$ cat config.mk
export PLATFORM = sky130hd
export DESIGN_NAME = mic_conditioner
export DESIGN_NICKNAME = d
export VERILOG_FILES = /design/src/rtl/mic_conditioner.sv
export SDC_FILE = /design/constraint.sdc
export NUM_CORES = 1
export LEC_CHECK = 0
export CAP_MARGIN = 20
export CORE_MARGIN = 5
export CORE_UTILIZATION = 62
export DETAILED_ROUTE_END_ITERATION = 8
export DONT_BUFFER_PORTS = 1
export HOLD_SLACK_MARGIN = 0.03
export PLACE_DENSITY = 0.86
export SETUP_SLACK_MARGIN = 0.3
export SLEW_MARGIN = 15
export SYNTH_ARGS = -nofsm -noshare
export SYNTH_HDL_FRONTEND = slang
export SYNTH_SLANG_ARGS = --single-unit
$ cat constraint.sdc
create_clock -name clk -period 11 [get_ports clk]
set_input_delay 1.65 -clock clk [delete_from_list [all_inputs] [get_ports clk]]
set_output_delay 1.65 -clock clk [all_outputs]
set_load 0.02 [all_outputs]
$ cat src/rtl/mic_conditioner.sv
// mic_conditioner
//   Microphone front-end: optional DC-offset removal, selectable bit-window
//   gain with symmetric saturation, clip indicator/counter and a decaying
//   peak-level meter.
//
// Ports
//   clk        clock
//   rst        asynchronous reset, active low
//   mic        signed input sample (w_in bits), captured when mic_valid is high
//   mic_valid  one-cycle input strobe
//   gain       window select, clamped to max_gain
//   dc_en      enables DC removal (tracker cleared while low)
//   cnt_clr    synchronous clear of clip_cnt, wins over an increment
//   out        conditioned signed sample (w_out bits), held between strobes
//   out_valid  one-cycle strobe, two clocks after mic_valid
//   clip       set with out_valid when the sample saturated
//   clip_led   stretched clip indicator (hold_ms)
//   clip_cnt   saturating count of clipped samples
//   level_led  thermometer peak meter
module mic_conditioner #(
   parameter int clk_mhz  = 50,
   parameter int w_in     = 24,
   parameter int w_out    = 11,
   parameter int max_gain = w_in - w_out,
   parameter int w_gain   = $clog2(max_gain + 1),
   parameter int dc_k     = 4,
   parameter int hold_ms  = 100,
   parameter int decay_us = 1000,
   parameter int w_led    = 8,
   parameter int w_cnt    = 16
) (
   input  logic                    clk,
   input  logic                    rst,
   input  logic signed [w_in-1:0]  mic,
   input  logic                    mic_valid,
   input  logic [w_gain-1:0]       gain,
   input  logic                    dc_en,
   input  logic                    cnt_clr,
   output logic signed [w_out-1:0] out,
   output logic                    out_valid,
   output logic                    clip,
   output logic                    clip_led,
   output logic [w_cnt-1:0]        clip_cnt,
   output logic [w_led-1:0]        level_led
);

   localparam int w_c       = w_in + 1;
   localparam int w_acc     = w_in + dc_k + 1;
   localparam int w_mag     = w_out - 1;
   localparam int w_sh      = $clog2(w_c);
   localparam int hold_cyc  = clk_mhz * 1000 * hold_ms;
   localparam int w_hold    = $clog2(hold_cyc + 1);
   localparam int decay_cyc = clk_mhz * decay_us;
   localparam int w_tick    = (decay_cyc > 1) ? $clog2(decay_cyc) : 1;

   localparam logic signed [w_out-1:0] sat_pos   = {1'b0, {(w_out-1){1'b1}}};
   localparam logic signed [w_out-1:0] sat_neg   = {1'b1, {(w_out-1){1'b0}}};
   localparam logic [w_gain-1:0]       gain_max  = w_gain'(max_gain);
   localparam logic [w_hold-1:0]       hold_load = w_hold'(hold_cyc);
   localparam logic [w_hold-1:0]       hold_one  = {{(w_hold-1){1'b0}}, 1'b1};
   localparam logic [w_tick-1:0]       tick_last = w_tick'(decay_cyc - 1);
   localparam logic [w_tick-1:0]       tick_one  = {{(w_tick-1){1'b0}}, 1'b1};
   localparam logic [w_mag-1:0]        mag_one   = {{(w_mag-1){1'b0}}, 1'b1};
   localparam logic [w_cnt-1:0]        cnt_one   = {{(w_cnt-1){1'b0}}, 1'b1};

   // Meter threshold for LED idx: (idx+1)/(w_led+1) of full scale.
   function automatic logic [w_mag:0] thr(input int idx);
      thr = (w_mag + 1)'(((idx + 1) * (32'sd1 <<< (w_out - 1))) / (w_led + 1));
   endfunction

   // Stage 1 state
   logic signed [w_acc-1:0] acc_r;
   logic signed [w_c-1:0]   c_r;
   logic                    v1_r;
   logic signed [w_c-1:0]   c_next_s;
   logic signed [w_acc-1:0] acc_next_s;

   // Stage 2 state
   logic [w_gain-1:0]       g_s;
   logic [w_sh-1:0]         guard_sh_s;
   logic [w_sh-1:0]         win_sh_s;
   logic signed [w_c-1:0]   guard_s;
   logic                    fits_s;
   logic signed [w_out-1:0] out_next_s;
   logic signed [w_out-1:0] out_r;
   logic                    out_valid_r;
   logic                    clip_r;

   // Clip indicator / counter state
   logic [w_hold-1:0]       hold_r;
   logic                    clip_led_r;
   logic [w_cnt-1:0]        clip_cnt_r;

   // Peak meter state
   logic [w_tick-1:0]       tick_cnt_r;
   logic                    tick_s;
   logic [w_mag-1:0]        mag_s;
   logic [w_mag-1:0]        decayed_s;
   logic [w_mag-1:0]        peak_next_s;
   logic [w_mag-1:0]        peak_r;
   logic [w_led-1:0]        level_r;

   // Stage-1 DC subtraction and tracker update (acc holds 2^dc_k times the offset)
   always_comb begin
      c_next_s   = {mic[w_in-1], mic};
      acc_next_s = {w_acc{1'b0}};
      if (dc_en) begin
         c_next_s   = {mic[w_in-1], mic} - w_c'(acc_r >>> dc_k);
         acc_next_s = acc_r + {{dc_k{c_next_s[w_c-1]}}, c_next_s};
      end else begin
         c_next_s   = {mic[w_in-1], mic};
         acc_next_s = {w_acc{1'b0}};
      end
   end

   // Stage-1 registers: centred sample, DC accumulator, valid pipe
   always_ff @(posedge clk or negedge rst) begin
      if (!rst) begin
         acc_r <= {w_acc{1'b0}};
         c_r   <= {w_c{1'b0}};
         v1_r  <= 1'b0;
      end else begin
         v1_r <= mic_valid;
         if (mic_valid) begin
            acc_r <= acc_next_s;
            c_r   <= c_next_s;
         end else begin
            acc_r <= acc_r;
            c_r   <= c_r;
         end
      end
   end

   // Stage-2 window select: guard bits c[w_in : w_in-1-g] equal means the
   // value sign-extends from the window top, i.e. c >>> (w_in-1-g) is 0 or -1.
   always_comb begin
      if (gain > gain_max) begin
         g_s = gain_max;
      end else begin
         g_s = gain;
      end
      guard_sh_s = w_sh'(w_in - 1) - w_sh'(g_s);
      win_sh_s   = w_sh'(max_gain) - w_sh'(g_s);
      guard_s    = c_r >>> guard_sh_s;
      fits_s     = (guard_s == {w_c{1'b0}}) || (guard_s == {w_c{1'b1}});
      if (fits_s) begin
         out_next_s = w_out'(c_r >>> win_sh_s);
      end else if (c_r[w_in]) begin
         out_next_s = sat_neg;
      end else begin
         out_next_s = sat_pos;
      end
   end

   // Stage-2 output registers; out and clip hold between strobes
   always_ff @(posedge clk or negedge rst) begin
      if (!rst) begin
         out_valid_r <= 1'b0;
         out_r       <= {w_out{1'b0}};
         clip_r      <= 1'b0;
      end else begin
         out_valid_r <= v1_r;
         if (v1_r) begin
            out_r  <= out_next_s;
            clip_r <= ~fits_s;
         end else begin
            out_r  <= out_r;
            clip_r <= clip_r;
         end
      end
   end

   // Retriggerable clip hold: LED stays lit for exactly hold_cyc clocks
   always_ff @(posedge clk or negedge rst) begin
      if (!rst) begin
         hold_r     <= {w_hold{1'b0}};
         clip_led_r <= 1'b0;
      end else if (out_valid_r && clip_r) begin
         hold_r     <= hold_load;
         clip_led_r <= 1'b1;
      end else if (hold_r != {w_hold{1'b0}}) begin
         hold_r     <= hold_r - hold_one;
         clip_led_r <= (hold_r != hold_one);
      end else begin
         hold_r     <= hold_r;
         clip_led_r <= 1'b0;
      end
   end

   // Saturating clip counter; clear has priority over increment
   always_ff @(posedge clk or negedge rst) begin
      if (!rst) begin
         clip_cnt_r <= {w_cnt{1'b0}};
      end else if (cnt_clr) begin
         clip_cnt_r <= {w_cnt{1'b0}};
      end else if (out_valid_r && clip_r && (clip_cnt_r != {w_cnt{1'b1}})) begin
         clip_cnt_r <= clip_cnt_r + cnt_one;
      end else begin
         clip_cnt_r <= clip_cnt_r;
      end
   end

   // Free-running decay tick divider
   always_ff @(posedge clk or negedge rst) begin
      if (!rst) begin
         tick_cnt_r <= {w_tick{1'b0}};
      end else if (tick_s) begin
         tick_cnt_r <= {w_tick{1'b0}};
      end else begin
         tick_cnt_r <= tick_cnt_r + tick_one;
      end
   end

   // Peak update: |out| (clamped so -full-scale fits), decay first, then max
   always_comb begin
      tick_s = (tick_cnt_r == tick_last);
      if (out_r == sat_neg) begin
         mag_s = {w_mag{1'b1}};
      end else if (out_r[w_out-1]) begin
         mag_s = w_mag'(-out_r);
      end else begin
         mag_s = w_mag'(out_r);
      end
      if (tick_s && (peak_r != {w_mag{1'b0}})) begin
         decayed_s = peak_r - ((peak_r >> 3'd3) | mag_one);
      end else if (tick_s) begin
         decayed_s = {w_mag{1'b0}};
      end else begin
         decayed_s = peak_r;
      end
      if (out_valid_r && (mag_s > decayed_s)) begin
         peak_next_s = mag_s;
      end else begin
         peak_next_s = decayed_s;
      end
   end

   // Peak register
   always_ff @(posedge clk or negedge rst) begin
      if (!rst) begin
         peak_r <= {w_mag{1'b0}};
      end else begin
         peak_r <= peak_next_s;
      end
   end

   // Thermometer LEDs follow peak one clock later
   always_ff @(posedge clk or negedge rst) begin
      if (!rst) begin
         level_r <= {w_led{1'b0}};
      end else begin
         for (int i = 0; i < w_led; i++) begin
            level_r[i] <= ({1'b0, peak_r} >= thr(i));
         end
      end
   end

   assign out       = out_r;
   assign out_valid = out_valid_r;
   assign clip      = clip_r;
   assign clip_led  = clip_led_r;
   assign clip_cnt  = clip_cnt_r;
   assign level_led = level_r;

endmodule

==> flow_summary.json, run 1 <==
{
  "nets": 1371,
  "setup_ws_ns": 5.566,
  "tns_ns": 0,
  "ys_warn_count": 0,
  "max_freq_ghz": 0.1840,
  "hp-class": "flip-flop to flip-flop",
  "status": "finished clean",
  "synth_edf_count": 0,
  "crit_path_start_kind": "primary input",
  "cts-hold-fix-buffers": 0,
  "synth-async-reset-ratio": 1.000,
  "clock_skew_ns": 0.01148,
  "drive_gt1_frac": 0.06358,
  "dp_slack_ns": 5.233,
  "synth_seq_cells": 142,
  "portBuffers": 0,
  "htreeDepth": 4,
  "core_area_sq_um": 17840,
  "synth-main-ff-cell": "dfrtp_1",
  "gr-total-overflow": 0,
  "ctsRootBufferMaster": "clkbuf_16",
  "holdWs_ns": 0.4617,
  "finalCritPeriodShare": 0.4940,
  "worstSetupPathType": "primary input to flip-flop",
  "power_leakage_nw": 5.214,
  "rr_endpoint": "acc_r[26]$_DFFE_PN0P_",
  "clkSinkCount": 142,
  "dr.pass1.iters": 7,
  "syn-instance-count": 1293,
  "grt_pass1_wl_microns": 43390,
  "start_util": 0.6263,
  "cts_setup_buffers": 0,
  "post-route-min-period_ns": 5.434,
  "cts-resized-gates": 0,
  "vias": 9481,
  "nFillCells": 1423,
  "r2r_slack_ns": 6.38,
  "final_cell_mix": "dfrtp_1, nor2_1, a21oi_1, nand2_1, inv_1",
  "antenna_cells": 0,
  "end_kind": "flip-flop",
  "synth_area_sq_um": 11170,
  "worstPathRequired_ns": 11.37,
  "postRouteAntennaNets": 0,
  "clockBufferDepth": 2,
  "cts_made_buffers": 17,
  "wl_microns": 25510,
  "cts_tree": "yes",
  "crit_arrival_ns": 5.80,
  "ir_drop_mv": 0.1739,
  "drc_errors": 0,
  "die_w_microns": 144.2,
  "routedWlPerCell_microns": 16.97,
  "row_count": 49,
  "synthDistinctLibCells": 81,
  "gp_congestion": 0.9555,
  "rr_worst_depth": 20,
  "io_pins": 71,
  "syn2layout_area_growth_pct": 5.319,
  "setup_viol": 0,
  "finalPower_mw": 3.286,
  "timing.rr.start": "acc_r[4]$_DFFE_PN0P_",
  "tightest_slew_ns": 1.025,
  "dieHeight_microns": 144.2,
  "synth_nets": 1403,
  "slew_headroom": 0.3144,
  "fin_area_sq_um": 11770,
  "grt_pass1_vias": 9110,
  "final_common_cell": "dfrtp_1",
  "path_clk_slew_ns": 0.06,
  "viasPerCell": 6.308,
  "rsz0062_at_grt": "no",
  "detail_route.iter0.violations": 598,
  "crit_start": "mic[0]",
  "maxCapViolCount": 0,
  "path_max_fanout": 6,
  "syn_avg_cell_area_sq_um": 8.641,
  "grt_max_degree": 143,
  "dp_hpwl_microns": 18690,
  "dpl_cell_area_sq_um": 11200,
  "antenna_found_initial": 0,
  "yosysSeqAreaShare": 0.3180,
  "track_usage": 0.2528,
  "hold_viol": 0,
  "powerDensity_nw_per_um2": 279.3,
  "die_area_sq_um": 20810,
  "clk_latency_ns": 0.43,
  "crit_end": "acc_r[26]$_DFFE_PN0P_",
  "drv_slew": 0
}
==> flip-flops by register name (all words and copies together) (netlist names) <==
signal      cells
v1_r            1
out_valid       1
c_r            25
level_led       8
tick_cnt_r     16
clip            1
out            11
peak_r         10
acc_r          29
clip_led        1
hold_r         23
clip_cnt       16
==> cell type report <==
cell class,count,area [sq um],area share
clock inverters,15,137.6,0.01170
well taps,229,286.5,0.02435
multi-input cells,1017,7042,0.5984
clock buffers,17,425.4,0.03615
inverters,80,300.3,0.02552
flip-flops and latches,142,3553,0.3020
repair buffers,3,22.52,0.001914
==> cells in the mapped netlist (4+ instances only) <==
master | count | area [sq um]
dfrtp_1 | 142 | 3553
nor2_1 | 135 | 506.7
a21oi_1 | 102 | 510.5
nand2_1 | 96 | 360.4
inv_1 | 78 | 292.8
ha_1 | 74 | 925.9
o21ai_0 | 65 | 325.3
mux2i_1 | 64 | 640.6
xnor2_1 | 56 | 490.5
xor2_1 | 38 | 332.8
nand3_1 | 36 | 180.2
clkbuf_1 | 31 | 116.4
nor3_1 | 26 | 130.1
o22ai_1 | 26 | 162.7
mux2_2 | 25 | 281.5
a21o_1 | 24 | 180.2
nor2b_1 | 19 | 118.9
a31oi_1 | 13 | 81.33
nand4_1 | 13 | 81.33
a211oi_1 | 12 | 90.09
and2_1 | 12 | 75.07
and3_1 | 11 | 68.82
nor4_1 | 11 | 68.82
o21a_1 | 11 | 82.58
nand3b_1 | 10 | 75.07
nand2b_1 | 8 | 50.05
buf_2 | 7 | 35.03
or3_1 | 7 | 43.79
or4_1 | 7 | 52.55
a311oi_1 | 6 | 52.55
buf_1 | 6 | 22.52
o2111ai_1 | 6 | 52.55
o211ai_1 | 6 | 45.04
a221o_1 | 5 | 50.05
and4_1 | 5 | 43.79
buf_6 | 5 | 56.30
mux4_2 | 5 | 112.6
o31ai_1 | 5 | 37.54
o32ai_1 | 5 | 43.79
a41oi_1 | 4 | 35.03
o21ai_1 | 4 | 20.02
==> critical path: stages <==
cell,delay (ns)
inv_1,0.02
ha_1,0.21
fa_1,0.41
nor2b_1,0.18
o31a_1,0.22
o21ai_0,0.20
o21ai_0,0.19
nand2_1,0.10
nand2b_1,0.08
a21oi_1,0.08
xnor2_1,0.16
ha_1,0.38
o21ai_0,0.13
nor2_1,0.16
nor4_1,0.07
a21oi_1,0.35
o2111ai_1,0.26
a31oi_1,0.25
o21ai_0,0.18
a2111o_1,0.45
nand3_1,0.08
==> power breakdown <==
group	leakage (nW)	total, mW	internal [mW]	switching [mW]
clock	0.270	0.552	0.313	0.239
combinational	3.20	1.88	0.840	1.04
sequential	1.74	0.856	0.655	0.202
total	5.21	3.29	1.81	1.48
==> stage by stage <==
| stage | std cells | utilization |
|---|---|---|
| 6_report | 1503 | 0.6596 |
| 5_1_grt | 1503 | 0.6596 |
| 4_1_cts | 1503 | 0.6596 |
| 3_5_place_dp | 1471 | 0.6280 |
| 3_3_place_gp | 1471 | 0.6280 |
| 2_1_floorplan | 1293 | - |
==> cells by family (layout without fill, tap and decap cells) <==
family / after synthesis / after routing / synth area share
mux: 97 / 97 / 0.09619
compound gates: 337 / 337 / 0.1943
simple gates: 412 / 412 / 0.1778
buf+inv: 134 / 115 / 0.05173
fa+ha+maj: 77 / 77 / 0.08824
flops: 142 / 142 / 0.3180
xor+xnor: 94 / 94 / 0.07368
==> worst min path at each step <==
stage | start | end | slack (ns) | cells past startpoint
floorplan | v1_r$_DFF_PN0_ | out_valid$_DFF_PN0_ | 0.40 | 0
global route | tick_cnt_r[0]$_DFF_PN0_ | tick_cnt_r[0]$_DFF_PN0_ | 0.49 | 1
detailed placement | tick_cnt_r[0]$_DFF_PN0_ | tick_cnt_r[0]$_DFF_PN0_ | 0.46 | 1
finish | tick_cnt_r[0]$_DFF_PN0_ | tick_cnt_r[0]$_DFF_PN0_ | 0.46 | 1
global placement | tick_cnt_r[0]$_DFF_PN0_ | tick_cnt_r[0]$_DFF_PN0_ | 0.45 | 1
CTS | tick_cnt_r[0]$_DFF_PN0_ | tick_cnt_r[0]$_DFF_PN0_ | 0.47 | 1
==> metal layers <==
| metal | vias to the layer above | global-route usage | wire, microns | part of all wire |
|---|---|---|---|---|
| met1 | 4525 | 0.3316 | 10910 | 0.43 |
| li1 | 4609 | - | - | - |
| met4 | 0 | 0.08346 | 608 | 0.024 |
| met2 | 285 | 0.4187 | 12350 | 0.48 |
| met3 | 62 | 0.05522 | 1641 | 0.064 |
| met5 | - | 0 | 0 | 0 |
Power figures use the tool's default switching activity.
==> inputs of run 2 (changes only) <==
- clock period: 11 -> 5.6 ns (I/O delays scaled with it)
==> flow_summary.json, run 2 (synthesized netlist as in run 1, its figures left out) <==
{
  "worstPathRequired_ns": 5.92,
  "cts_tree": "yes",
  "clock_skew_ns": 0.01021,
  "end_kind": "flip-flop",
  "gr-total-overflow": 0,
  "r2r_slack_ns": 0.89,
  "crit_path_start_kind": "flip-flop",
  "antenna_found_initial": 0,
  "die_area_sq_um": 20810,
  "power_leakage_nw": 5.232,
  "tns_ns": 0,
  "start_util": 0.6263,
  "max_freq_ghz": 0.2122,
  "vias": 9525,
  "final_cell_mix": "dfrtp_1, nor2_1, a21oi_1, nand2_1, inv_1",
  "clockBufferDepth": 2,
  "worstSetupPathType": "flip-flop to flip-flop",
  "antenna_cells": 0,
  "grt_max_degree": 143,
  "dieHeight_microns": 144.2,
  "path_clk_slew_ns": 0.06,
  "row_count": 49,
  "gp_congestion": 0.9509,
  "routedWlPerCell_microns": 17.41,
  "grt_pass1_vias": 9198,
  "crit_end": "peak_r[7]$_DFF_PN0_",
  "top_regs": "acc_r: 29 flops, c_r: 25 flops, hold_r: 23 flops",
  "placedCellCount": 1472,
  "rsz0062_at_grt": "no",
  "largest_reg_flops": 29,
  "dpl_cell_area_sq_um": 11210,
  "viasPerCell": 6.350,
  "track_usage": 0.2559,
  "maxCapViolCount": 0,
  "ir_drop_mv": 0.3701,
  "nFillCells": 1405,
  "wl_microns": 26110,
  "cts-hold-fix-buffers": 0,
  "rr_endpoint": "peak_r[7]$_DFF_PN0_",
  "finalCritPeriodShare": 0.8416,
  "slew_headroom": 0.4103,
  "clkSinkCount": 142,
  "powerDensity_nw_per_um2": 557.6,
  "rr_worst_depth": 19,
  "grt_pass1_wl_microns": 43740,
  "final_common_cell": "dfrtp_1",
  "nets": 1372,
  "drc_errors": 0,
  "post-route-min-period_ns": 4.713,
  "fin_area_sq_um": 11810,
  "cts-resized-gates": 0,
  "status": "finished clean",
  "die_w_microns": 144.2,
  "drv_slew": 0,
  "crit_arrival_ns": 5.03,
  "regMostFlops": "acc_r",
  "core_area_sq_um": 17840,
  "htreeDepth": 4,
  "holdWs_ns": 0.09902,
  "syn2layout_area_growth_pct": 5.678,
  "tightest_slew_ns": 0.8818,
  "cts_made_buffers": 17,
  "postRouteAntennaNets": 0,
  "cts_setup_buffers": 0,
  "fin_cells": 1500,
  "dr.pass1.iters": 6,
  "dp_hpwl_microns": 18800,
  "clk_latency_ns": 0.44,
  "detail_route.iter0.violations": 759,
  "ctsRootBufferMaster": "clkbuf_16",
  "drive_gt1_frac": 0.06137,
  "portBuffers": 0,
  "crit_start": "out[0]$_DFFE_PN0P_",
  "path_max_fanout": 10,
  "hp-class": "primary input to async pin",
  "setup_viol": 0,
  "hold_viol": 0,
  "io_pins": 71,
  "timing.rr.start": "out[0]$_DFFE_PN0P_"
}
==> run 2: cell count changes in the layout (fill, tap and decap cells not counted) <==
cell	before	now
clkinv_2	3	2
bufinv_16	1	4
buf_4	3	4
inv_6	3	1
clkinv_4	5	1
==> run 2: worst max-delay path, cell delays in order (launching register included) <==
cell and delay (ns):
dfrtp_1 0.51, inv_1 0.11, ha_1 0.17, nand2_1 0.06, or2_2 0.30, nor4_1 0.47
nand3_1 0.36, and2_1 0.25, inv_1 0.05, ha_1 0.24, nor2b_1 0.14, o21a_1 0.16
o21a_1 0.16, o21a_1 0.16, o21ai_0 0.19, a21oi_1 0.11, a2111oi_0 0.54, nor3_1 0.13
buf_4 0.22, mux2_2 0.28
==> run 2: where the power goes <==
group          switching [mW]  internal (mW)  total, mW
sequential              0.394           1.29       1.68
clock                   0.442          0.734       1.18
combinational            2.08           1.65       3.73
==> run 2: final cells by class <==
class / count / area, sq um / area share
inverters: 80 / 300.3 / 0.02543
clock buffers: 17 / 425.4 / 0.03603
well taps: 229 / 286.5 / 0.02427
multi-input cells: 1017 / 7042 / 0.5964
clock inverters: 11 / 170.2 / 0.01441
repair buffers: 4 / 30.03 / 0.002543
flip-flops and latches: 142 / 3553 / 0.3009
==> run 2: metal layers <==
layer,global-route usage,vias up,wire length [microns]
li1,-,4613,-
met1,0.3253,4501,10850
met2,0.4334,345,12770
met3,0.05985,66,1837
met4,0.08297,0,646
met5,0,-,0
==> run 2: worst min-delay path by stage <==
stage                            startpoint                       to  slack [ns]  depth (start not counted)
floorplan                    v1_r$_DFF_PN0_      out_valid$_DFF_PN0_        0.40                          0
global placement    tick_cnt_r[0]$_DFF_PN0_  tick_cnt_r[0]$_DFF_PN0_        0.45                          1
detailed placement  tick_cnt_r[0]$_DFF_PN0_  tick_cnt_r[0]$_DFF_PN0_        0.46                          1
CTS                                     rst      peak_r[2]$_DFF_PN0_         0.1                          0
global route                            rst   level_led[1]$_DFF_PN0_        0.09                          0
finish                                  rst   level_led[0]$_DFF_PN0_         0.1                          0
==> run 2: per-stage QoR <==
step           power [mW]  worst slack [ns]  utilization
6_report            6.584            0.8871       0.6618
5_1_grt             7.107            0.4772       0.6618
4_1_cts             6.528             1.002       0.6618
3_5_place_dp        5.294            0.6175       0.6284
3_3_place_gp        5.171            0.7393       0.6284
2_1_floorplan       4.594             1.193            -
==> inputs of run 3 (changes only) <==
- clock period: 5.6 -> 4.6 ns (I/O delays scaled with it)
==> flow_summary.json, run 3 (synthesized netlist as in run 1, its figures left out) <==
{
  "drive_gt1_frac": 0.09546,
  "max_freq_ghz": 0.2375,
  "finalPower_mw": 8.361,
  "final_common_cell": "dfrtp_1",
  "path_clk_slew_ns": 0.06,
  "finalCritPeriodShare": 0.9154,
  "postRouteAntennaNets": 0,
  "routedWlPerCell_microns": 17.91,
  "track_usage": 0.2598,
  "dieHeight_microns": 144.2,
  "grt_pass1_wl_microns": 44270,
  "wl_microns": 27370,
  "crit_arrival_ns": 4.50,
  "syn2layout_area_growth_pct": 8.354,
  "top_regs": "acc_r: 29 flops, c_r: 25 flops, hold_r: 23 flops",
  "rr_worst_depth": 20,
  "gr-max-usage-layer": "met2",
  "setup_viol": 0,
  "drc_errors": 0,
  "start_util": 0.6263,
  "antenna_cells": 0,
  "end_kind": "flip-flop",
  "ir_drop_mv": 0.4267,
  "cts_tree": "yes",
  "tns_ns": 0,
  "ctsRootBufferMaster": "clkbuf_16",
  "grt_max_degree": 143,
  "nFillCells": 1380,
  "multi_input_area_sq_um": 7144,
  "crit_path_start_kind": "flip-flop",
  "hold_viol": 0,
  "crit_start": "acc_r[6]$_DFFE_PN0P_",
  "timing.rr.start": "acc_r[6]$_DFFE_PN0P_",
  "gp_congestion": 0.9252,
  "drv_slew": 0,
  "path_max_fanout": 4,
  "htreeDepth": 4,
  "io_pins": 71,
  "worstPathRequired_ns": 4.89,
  "vias": 9711,
  "dr.pass1.iters": 7,
  "slew_headroom": 0.4315,
  "row_count": 49,
  "grt_use_met1": 0.3305,
  "fin_area_sq_um": 12110,
  "worstSetupPathType": "flip-flop to flip-flop",
  "gr-total-overflow": 0,
  "clock_skew_ns": 0.008694,
  "status": "finished clean",
  "maxCapViolCount": 0,
  "seqCellArea_sq_um": 3553,
  "nets": 1396,
  "use_met2": 0.4441,
  "power_leakage_nw": 5.385,
  "regMostFlops": "acc_r",
  "core_area_sq_um": 17840,
  "clkSinkCount": 142,
  "cts_made_buffers": 17,
  "clk_latency_ns": 0.42,
  "hp-class": "primary input to async pin",
  "use_met3": 0.05985,
  "post-route-min-period_ns": 4.211,
  "rsz0062_at_grt": "no",
  "holdWs_ns": 0.2061,
  "viasPerCell": 6.355,
  "final_cell_mix": "dfrtp_1, nor2_1, a21oi_1, nand2_1, inv_1",
  "powerDensity_nw_per_um2": 690.6,
  "largest_reg_flops": 29,
  "grt_pass1_vias": 9337,
  "tightest_slew_ns": 0.8501,
  "die_area_sq_um": 20810,
  "clockBufferDepth": 2,
  "dpl_cell_area_sq_um": 11340,
  "portBuffers": 0,
  "detail_route.iter0.violations": 761,
  "dp_hpwl_microns": 19350,
  "antenna_found_initial": 0,
  "die_w_microns": 144.2
}
-- run 3: final timing paths --
check | slack, ns | end
setup / recovery | 0.39 | acc_r[27]$_DFFE_PN0P_
hold / removal | 0.21 | level_led[6]$_DFF_PN0_
setup reg to reg | 0.39 | acc_r[27]$_DFFE_PN0P_
hold reg to reg | 0.47 | tick_cnt_r[0]$_DFF_PN0_
max in group asynchronous | 3.78 | acc_r[8]$_DFFE_PN0P_
min in group clk | 0.32 | clip_cnt[14]$_DFFE_PN0P_
-- run 3: what timing repair did --
action / 4_1_cts / 5_1_grt
buffers inserted: 0 / 6
hold endpoints to repair: 142 / 0
pin swaps: 0 / 11
hold buffers: 1 / 0
endpoints found under the setup margin: 10 / 18
gates resized for setup: 1 / 26
-- run 3: cell type report --
| cell class | instances | area share |
|---|---|---|
| multi-input combinational | 1017 | 0.5901 |
| tap | 229 | 0.02367 |
| timing repair buffer | 28 | 0.01902 |
| clock buffer | 19 | 0.03659 |
| clock inverter | 13 | 0.01230 |
| sequential | 142 | 0.2935 |
| inverter | 80 | 0.02480 |
-- run 3: power by group --
part / leakage, nW / switching (mW) / internal (mW)
logic: 3.36 / 2.78 / 2.19
clock network: 0.282 / 0.570 / 0.824
registers: 1.74 / 0.431 / 1.57
total: 5.39 / 3.78 / 4.58
-- run 3: stage by stage --
step / worst slack (ns) / utilization / instances
after floorplan: 0.3432 / - / 1293
after global placement: 0.1331 / 0.6356 / 1489
after detailed placement: -0.02616 / 0.6356 / 1489
after CTS: 0.3046 / 0.6706 / 1522
after global routing: 0.2118 / 0.6786 / 1528
final: 0.3891 / 0.6786 / 1528
-- run 3: critical path, stage by stage (launching register included) --
cell	delay [ns]
dfrtp_1	0.38
inv_1	0.08
ha_1	0.33
nor2b_2	0.18
o31a_1	0.26
buf_4	0.15
o211ai_1	0.32
nand2_1	0.11
a21o_1	0.21
a21oi_2	0.17
xnor2_2	0.10
ha_1	0.32
a21o_1	0.22
a21oi_2	0.17
nor2b_1	0.07
o21ai_1	0.13
nand2b_1	0.07
a221o_1	0.37
a21oi_2	0.19
xor2_1	0.18
o22ai_1	0.08
-- run 3: layer usage --
metal,share of wire,up-vias
li1,-,4673
met5,0,-
met3,0.068,60
met4,0.023,0
met2,0.50,358
met1,0.41,4620
